--- src/rtl/fpu_pkg.sv ---
// Shared binary32 definitions for the FPU datapath stages.
package fpu_pkg;
    localparam int EXP_W    = 8;
    localparam int MAN_W    = 23;
    localparam int PROD_W   = 2 * (MAN_W + 1);
    localparam int BIAS     = 127;
    localparam int EXP_MAX  = 255;
    localparam logic [31:0] QNAN = 32'h7FC0_0000;

    typedef struct packed {
        logic invalid;
        logic overflow;
        logic underflow;
        logic inexact;
    } fp_flags_t;

    // Normalized product carried from stage 1 to stage 2.
    typedef struct packed {
        logic                    sign;
        logic signed [EXP_W+1:0] e;
        logic [MAN_W-1:0]        m;
        logic                    g;
        logic                    s;
        logic                    nan;
        logic                    invalid;
        logic                    inf;
        logic                    zero;
    } s1_payload_t;
endpackage

--- src/rtl/fpu_rne_round.sv ---
// Round-to-nearest-even and pack of a normalized finite value, flushing to zero.
module fpu_rne_round
    import fpu_pkg::*;
#(
    parameter int EXP_W = 8,
    parameter int MAN_W = 23
) (
    input  logic                    sign,
    input  logic [MAN_W-1:0]        m,
    input  logic                    g,
    input  logic                    s,
    input  logic signed [EXP_W+1:0] e,
    output logic [EXP_W+MAN_W:0]    result,
    output fp_flags_t               flags
);
    localparam int EMAX = (1 << EXP_W) - 1;

    logic                    up;
    logic [MAN_W:0]          m_sum;
    logic signed [EXP_W+2:0] e_rnd;

    always_comb begin
        up     = g & (s | m[0]);
        m_sum  = {1'b0, m} + {{MAN_W{1'b0}}, up};
        // A carry out of the fraction leaves its low bits zero, so only the exponent moves.
        e_rnd  = (EXP_W+3)'(e) + {{(EXP_W+2){1'b0}}, m_sum[MAN_W]};
        result = '0;
        flags  = '0;
        if (e <= 0) begin
            result          = {sign, {(EXP_W+MAN_W){1'b0}}};
            flags.underflow = 1'b1;
            flags.inexact   = 1'b1;
        end else if (e_rnd >= EMAX) begin
            result         = {sign, {EXP_W{1'b1}}, {MAN_W{1'b0}}};
            flags.overflow = 1'b1;
            flags.inexact  = 1'b1;
        end else begin
            result        = {sign, e_rnd[EXP_W-1:0], m_sum[MAN_W-1:0]};
            flags.inexact = g | s;
        end
    end
endmodule

--- src/rtl/fpu_mul_round.sv ---
// Two-stage normalize/round back end of the binary32 multiplier with valid/ready on both sides.
module fpu_mul_round
    import fpu_pkg::*;
#(
    parameter int EXP_W = 8,
    parameter int MAN_W = 23
) (
    input  logic                      clk,
    input  logic                      rst_n,
    input  logic                      in_valid,
    output logic                      in_ready,
    input  logic                      in_sign,
    input  logic [EXP_W+1:0]          in_exp,
    input  logic [2*(MAN_W+1)-1:0]    in_mant,
    input  logic                      in_nan,
    input  logic                      in_invalid,
    input  logic                      in_inf,
    input  logic                      in_zero,
    output logic                      out_valid,
    input  logic                      out_ready,
    output logic [EXP_W+MAN_W:0]      out_result,
    output logic [3:0]                out_flags
);
    localparam int PW = 2 * (MAN_W + 1);

    logic [2:1]               vld_pipe;
    logic                     s1_adv, s2_adv;
    s1_payload_t              nrm, s1_q;
    logic [EXP_W+MAN_W:0]     rnd_result, res_d;
    fp_flags_t                rnd_flags, flg_d;

    assign s2_adv    = !vld_pipe[2] | out_ready;
    assign s1_adv    = !vld_pipe[1] | s2_adv;
    assign in_ready  = s1_adv;
    assign out_valid = vld_pipe[2];

    // The product of two hidden-bit significands is in [1,4): one bit of normalization at most.
    always_comb begin
        nrm         = '0;
        nrm.sign    = in_sign;
        nrm.nan     = in_nan;
        nrm.invalid = in_invalid;
        nrm.inf     = in_inf;
        nrm.zero    = in_zero;
        if (in_mant[PW-1]) begin
            nrm.m = in_mant[PW-2 -: MAN_W];
            nrm.g = in_mant[PW-2-MAN_W];
            nrm.s = |in_mant[PW-3-MAN_W:0];
            nrm.e = in_exp + (EXP_W+2)'(1);
        end else begin
            nrm.m = in_mant[PW-3 -: MAN_W];
            nrm.g = in_mant[PW-3-MAN_W];
            nrm.s = |in_mant[PW-4-MAN_W:0];
            nrm.e = in_exp;
        end
    end

    fpu_rne_round #(.EXP_W(EXP_W), .MAN_W(MAN_W)) u_round (
        .sign   (s1_q.sign),
        .m      (s1_q.m),
        .g      (s1_q.g),
        .s      (s1_q.s),
        .e      (s1_q.e),
        .result (rnd_result),
        .flags  (rnd_flags)
    );

    always_comb begin
        res_d = rnd_result;
        flg_d = rnd_flags;
        if (s1_q.nan) begin
            res_d         = QNAN;
            flg_d         = '0;
            flg_d.invalid = s1_q.invalid;
        end else if (s1_q.inf) begin
            res_d = {s1_q.sign, {EXP_W{1'b1}}, {MAN_W{1'b0}}};
            flg_d = '0;
        end else if (s1_q.zero) begin
            res_d = {s1_q.sign, {(EXP_W+MAN_W){1'b0}}};
            flg_d = '0;
        end
    end

    always_ff @(posedge clk or negedge rst_n) begin
        if (!rst_n) begin
            vld_pipe   <= '0;
            s1_q       <= '0;
            out_result <= '0;
            out_flags  <= '0;
        end else begin
            if (s1_adv) begin
                vld_pipe[1] <= in_valid;
                if (in_valid) s1_q <= nrm;
            end
            if (s2_adv) begin
                vld_pipe[2] <= vld_pipe[1];
                if (vld_pipe[1]) begin
                    out_result <= res_d;
                    out_flags  <= flg_d;
                end
            end
        end
    end
endmodule

--- config.mk ---
export PLATFORM = sky130hd
export DESIGN_NAME = fpu_mul_round
export DESIGN_NICKNAME = d
export VERILOG_FILES = /design/src/rtl/fpu_pkg.sv /design/src/rtl/fpu_rne_round.sv /design/src/rtl/fpu_mul_round.sv
export SDC_FILE = /design/constraint.sdc
export NUM_CORES = 1
export LEC_CHECK = 0
export BUFFER_PORTS_ARGS = -buffer_cell sky130_fd_sc_hd__buf_2
export CAP_MARGIN = 25
export CORE_MARGIN = 5
export CORE_UTILIZATION = 53
export DETAILED_ROUTE_END_ITERATION = 8
export GPL_ROUTABILITY_DRIVEN = 0
export PLACE_DENSITY = 0.78
export SKIP_LAST_GASP = 1
export SLEW_MARGIN = 15
export SYNTH_ARGS = -nofsm -noshare
export SYNTH_HDL_FRONTEND = slang
export SYNTH_SLANG_ARGS = --single-unit
--- constraint.sdc ---
create_clock -name clk -period 4.2 [get_ports clk]
set_input_delay 0.42 -clock clk [delete_from_list [all_inputs] [get_ports clk]]
set_output_delay 0.42 -clock clk [all_outputs]
set_load 0.05 [all_outputs]
==> impl_metrics.py <==
metrics = {
    "route": {
        "antenna_left": 0,
        "first_pass_iters": 4,
        "finalWirelength_mm": 9.22,
        "post_drt_wl_per_cell_um": 14.6,
        "num_vias": 3389,
        "drt-initial-drc-count": 168,
        "via_per_inst": 5.35,
        "detail_route.drc_violations": 0,
    },
    "synthesis": {
        "avgSynthCellArea_um2": 9.63,
        "synth_top_area_cell": "dfrtp_1",
        "yosys_warnings": 0,
        "async_reset_ff_share_pct": 100,
        "synth_ff_type": "dfrtp_1",
        "synth.top_cell.area_share_pct": 47.5,
        "syn_area_mm2": 0.00411,
        "ys_seq_area_share_pct": 47.5,
        "yosysMostFrequentCell": "nand2_1",
        "synth_cells": 427,
        "yosys-top-cells-area": "dfrtp_1 47%, nand2_1 7.2%, mux2i_1 6.1%",
        "synthTopCellsByCount": "79 x nand2_1, 78 x dfrtp_1, 45 x o21ai_0, 25 x mux2i_1, 22 x nor2_1",
        "ys_types": 38,
        "syn_nets": 499,
        "synth_seq_cells": 78,
        "synth_edf_count": 0,
    },
    "worst_setup_path": {
        "cp_slowest_stage_delay_ns": 0.46,
        "timing.rr.end": "out_result[10]",
        "crit_chain": "and4_1, and3_1, and4_1, ha_1, nand4_4, nor3_4, mux2_1, a41oi_1, a311o_4, o21ai_0",
        "cp-endpoint": "out_result[10]",
        "cp.required_ns": 4.41,
        "cpMostUsedCell": "and4_1",
        "worstSetupPathType": "reg2reg",
        "critPathLaunch": "s1_q[8]",
        "crit_path_max_fanout": 22,
        "r2r_start": "s1_q[8]",
        "rrSetupSlack_ns": 0.70,
        "crit_arrival_ns": 3.71,
        "r2r_cells": 10,
        "endpoint_kind": "flop",
        "cpMaxStageDelayCell": "a311o_4",
        "cp-start-kind": "flop",
    },
    "global_route": {
        "grt_max_degree": 79,
        "antenna_found_initial": 0,
        "grt_overflow": 0,
        "grt_pass1_wl_mm": 15.9,
        "gr-usage-all-layers_pct": 20.1,
        "grt_pass1_vias": 3404,
    },
    "clocking": {
        "clk_latency_ns": 0.35,
        "cts.clk_slew.worst_paths_ns": 0.08,
        "hold_buffers": 0,
        "clkSinkCount": 78,
        "cts_root_buffer": "clkbuf_8",
        "cts_resized": 0,
        "post_cts_buffers": 0,
        "cts_buffers": 9,
        "cts_tree": "yes",
        "h-tree-depth": 3,
        "clockBufferDepth": 2,
    },
    "min_path": {
        "hold_path.class": "in2reg",
    },
    "placement": {
        "pre_cts_ws_ns": 0.741,
        "portBuffers": 104,
        "place_area_mm2": 0.00470,
        "hpwl_mm": 7.06,
    },
    "sta": {
        "max_freq_mhz": 286,
        "tightest_slew_ns": 0.839,
        "worst_slack_ns": 0.701,
        "final-max-slew-violation-count": 0,
        "period_needed_ns": 3.50,
        "relSlewSlack_pct": 44.1,
        "finalSetupViolations": 0,
        "final.setup_skew_ns": 0.0105,
        "fin_setup_tns_ns": 0,
        "rsz0062_at_grt": "no",
        "timing.final.crit_share_pct": 83.3,
        "finalHoldViolCount": 0,
    },
    "final_layout": {
        "antennaDiodeCount": 0,
        "drive_above_1_share_pct": 28.4,
        "nets": 598,
        "final_cell_area_mm2": 0.00498,
        "area_growth_syn_to_layout_pct": 21.1,
    },
    "floorplanning": {
        "pin_count": 105,
        "start_util_pct": 53.8,
        "placementRows": 32,
        "die_width_um": 98.1,
        "die_area_mm2": 0.00962,
        "fp.dieH_um": 98.1,
        "core_mm2": 0.00765,
    },
    "power_and_ir_drop": {
        "power_density_mw_per_mm2": 414,
        "p_leak_uw": 0.00234,
        "ir_drop_mv": 0.144,
    },
    "outcome": {
        "run_status": "completed",
    },
    "run": {
        "cap_viol_max_count": 0,
    },
}
==> power breakdown <==
| part | internal, µW | switching, µW |
|---|---|---|
| registers | 841 | 95.7 |
| logic | 155 | 311 |
| clock network | 394 | 267 |
| total | 1390 | 673 |
==> final cells by class <==
class                      count  area (µm²)
fill                         652        2670
multi-input combinational    320        2030
sequential                    78        1950
timing repair buffer         108         596
clock buffer                  10         128
tap                          102         128
clock inverter                 6         110
inverter                       9        33.8
==> cells in the final DEF (no fill, tap or decap), drive strengths merged, types with 6 or more instances in the layout <==
cell and instances:
mux2i 25, nand4 10, o21ai 65, mux2 6
inv 9, nor3 6, nand3 12, nor2 22
nand2 79, xnor2 18, buf 107, dfrtp 78
nor4 10, clkbuf 10, a21oi 9, xor2 20
==> routing by layer <==
metal  vias to the layer above  GRT usage (%)  wire length, µm
met4                         0           8.31              218
li1                       1687              -                -
met3                        20           4.50              515
met5                         -              0                0
met2                        99           32.5             4370
met1                      1583           26.3             4120
==> worst max-delay path: cells and delay by family, from the launching register on <==
family	cells	cell delay, ns
AOI/OAI and AO/OA	3	1.03
and+or+nand+nor	5	1.27
adders and majority gates	1	0.26
muxes	1	0.34
DFF	1	0.45
==> state kept, by name, indices dropped and copies added, names as in the netlist <==
| register | flops |
|---|---|
| out_flags | 4 |
| out_result | 32 |
| vld_pipe | 2 |
| s1_q | 40 |
==> worst min-delay path by stage <==
stage | from | endpoint | cells after the start | slack, ns
detailed placement | out_result[31] | out_result[31] | 2 | 0.46
global placement | out_flags[3] | out_flags[3] | 2 | 0.45
floorplan | rst_n | out_flags[0] | 0 | 0.12
CTS | rst_n | s1_q[30] | 1 | 0.26
global route | in_invalid | s1_q[2] | 2 | 0.28
finish | in_valid | vld_pipe[1] | 2 | 0.29
==> stage by stage <==
step / hold WS [ns] / total power [µW] / cells / utilization [%]
6_report: 0.290 / 2060 / 633 / 65.1
3_5_place_dp: 0.456 / 1410 / 615 / 61.5
4_1_cts: 0.261 / 2070 / 631 / 64.6
5_1_grt: 0.280 / 2170 / 633 / 65.1
2_1_floorplan: 0.124 / 1250 / 427 / -
3_3_place_gp: 0.448 / 1390 / 614 / 61.2
==> cells by family (layout without fill, tap and decap cells) <==
kind of cell / after synthesis / after routing / synth area share [%]
AOI/OAI and AO/OA: 84 / 84 / 13.0
buffers and inverters: 29 / 133 / 3.13
muxes: 31 / 31 / 7.73
and+or+nand+nor: 162 / 162 / 19.1
adders and majority gates: 5 / 5 / 1.52
DFF: 78 / 78 / 47.5
xor gates and xnor gates: 38 / 38 / 8.09
Power figures use the tool's default switching activity.
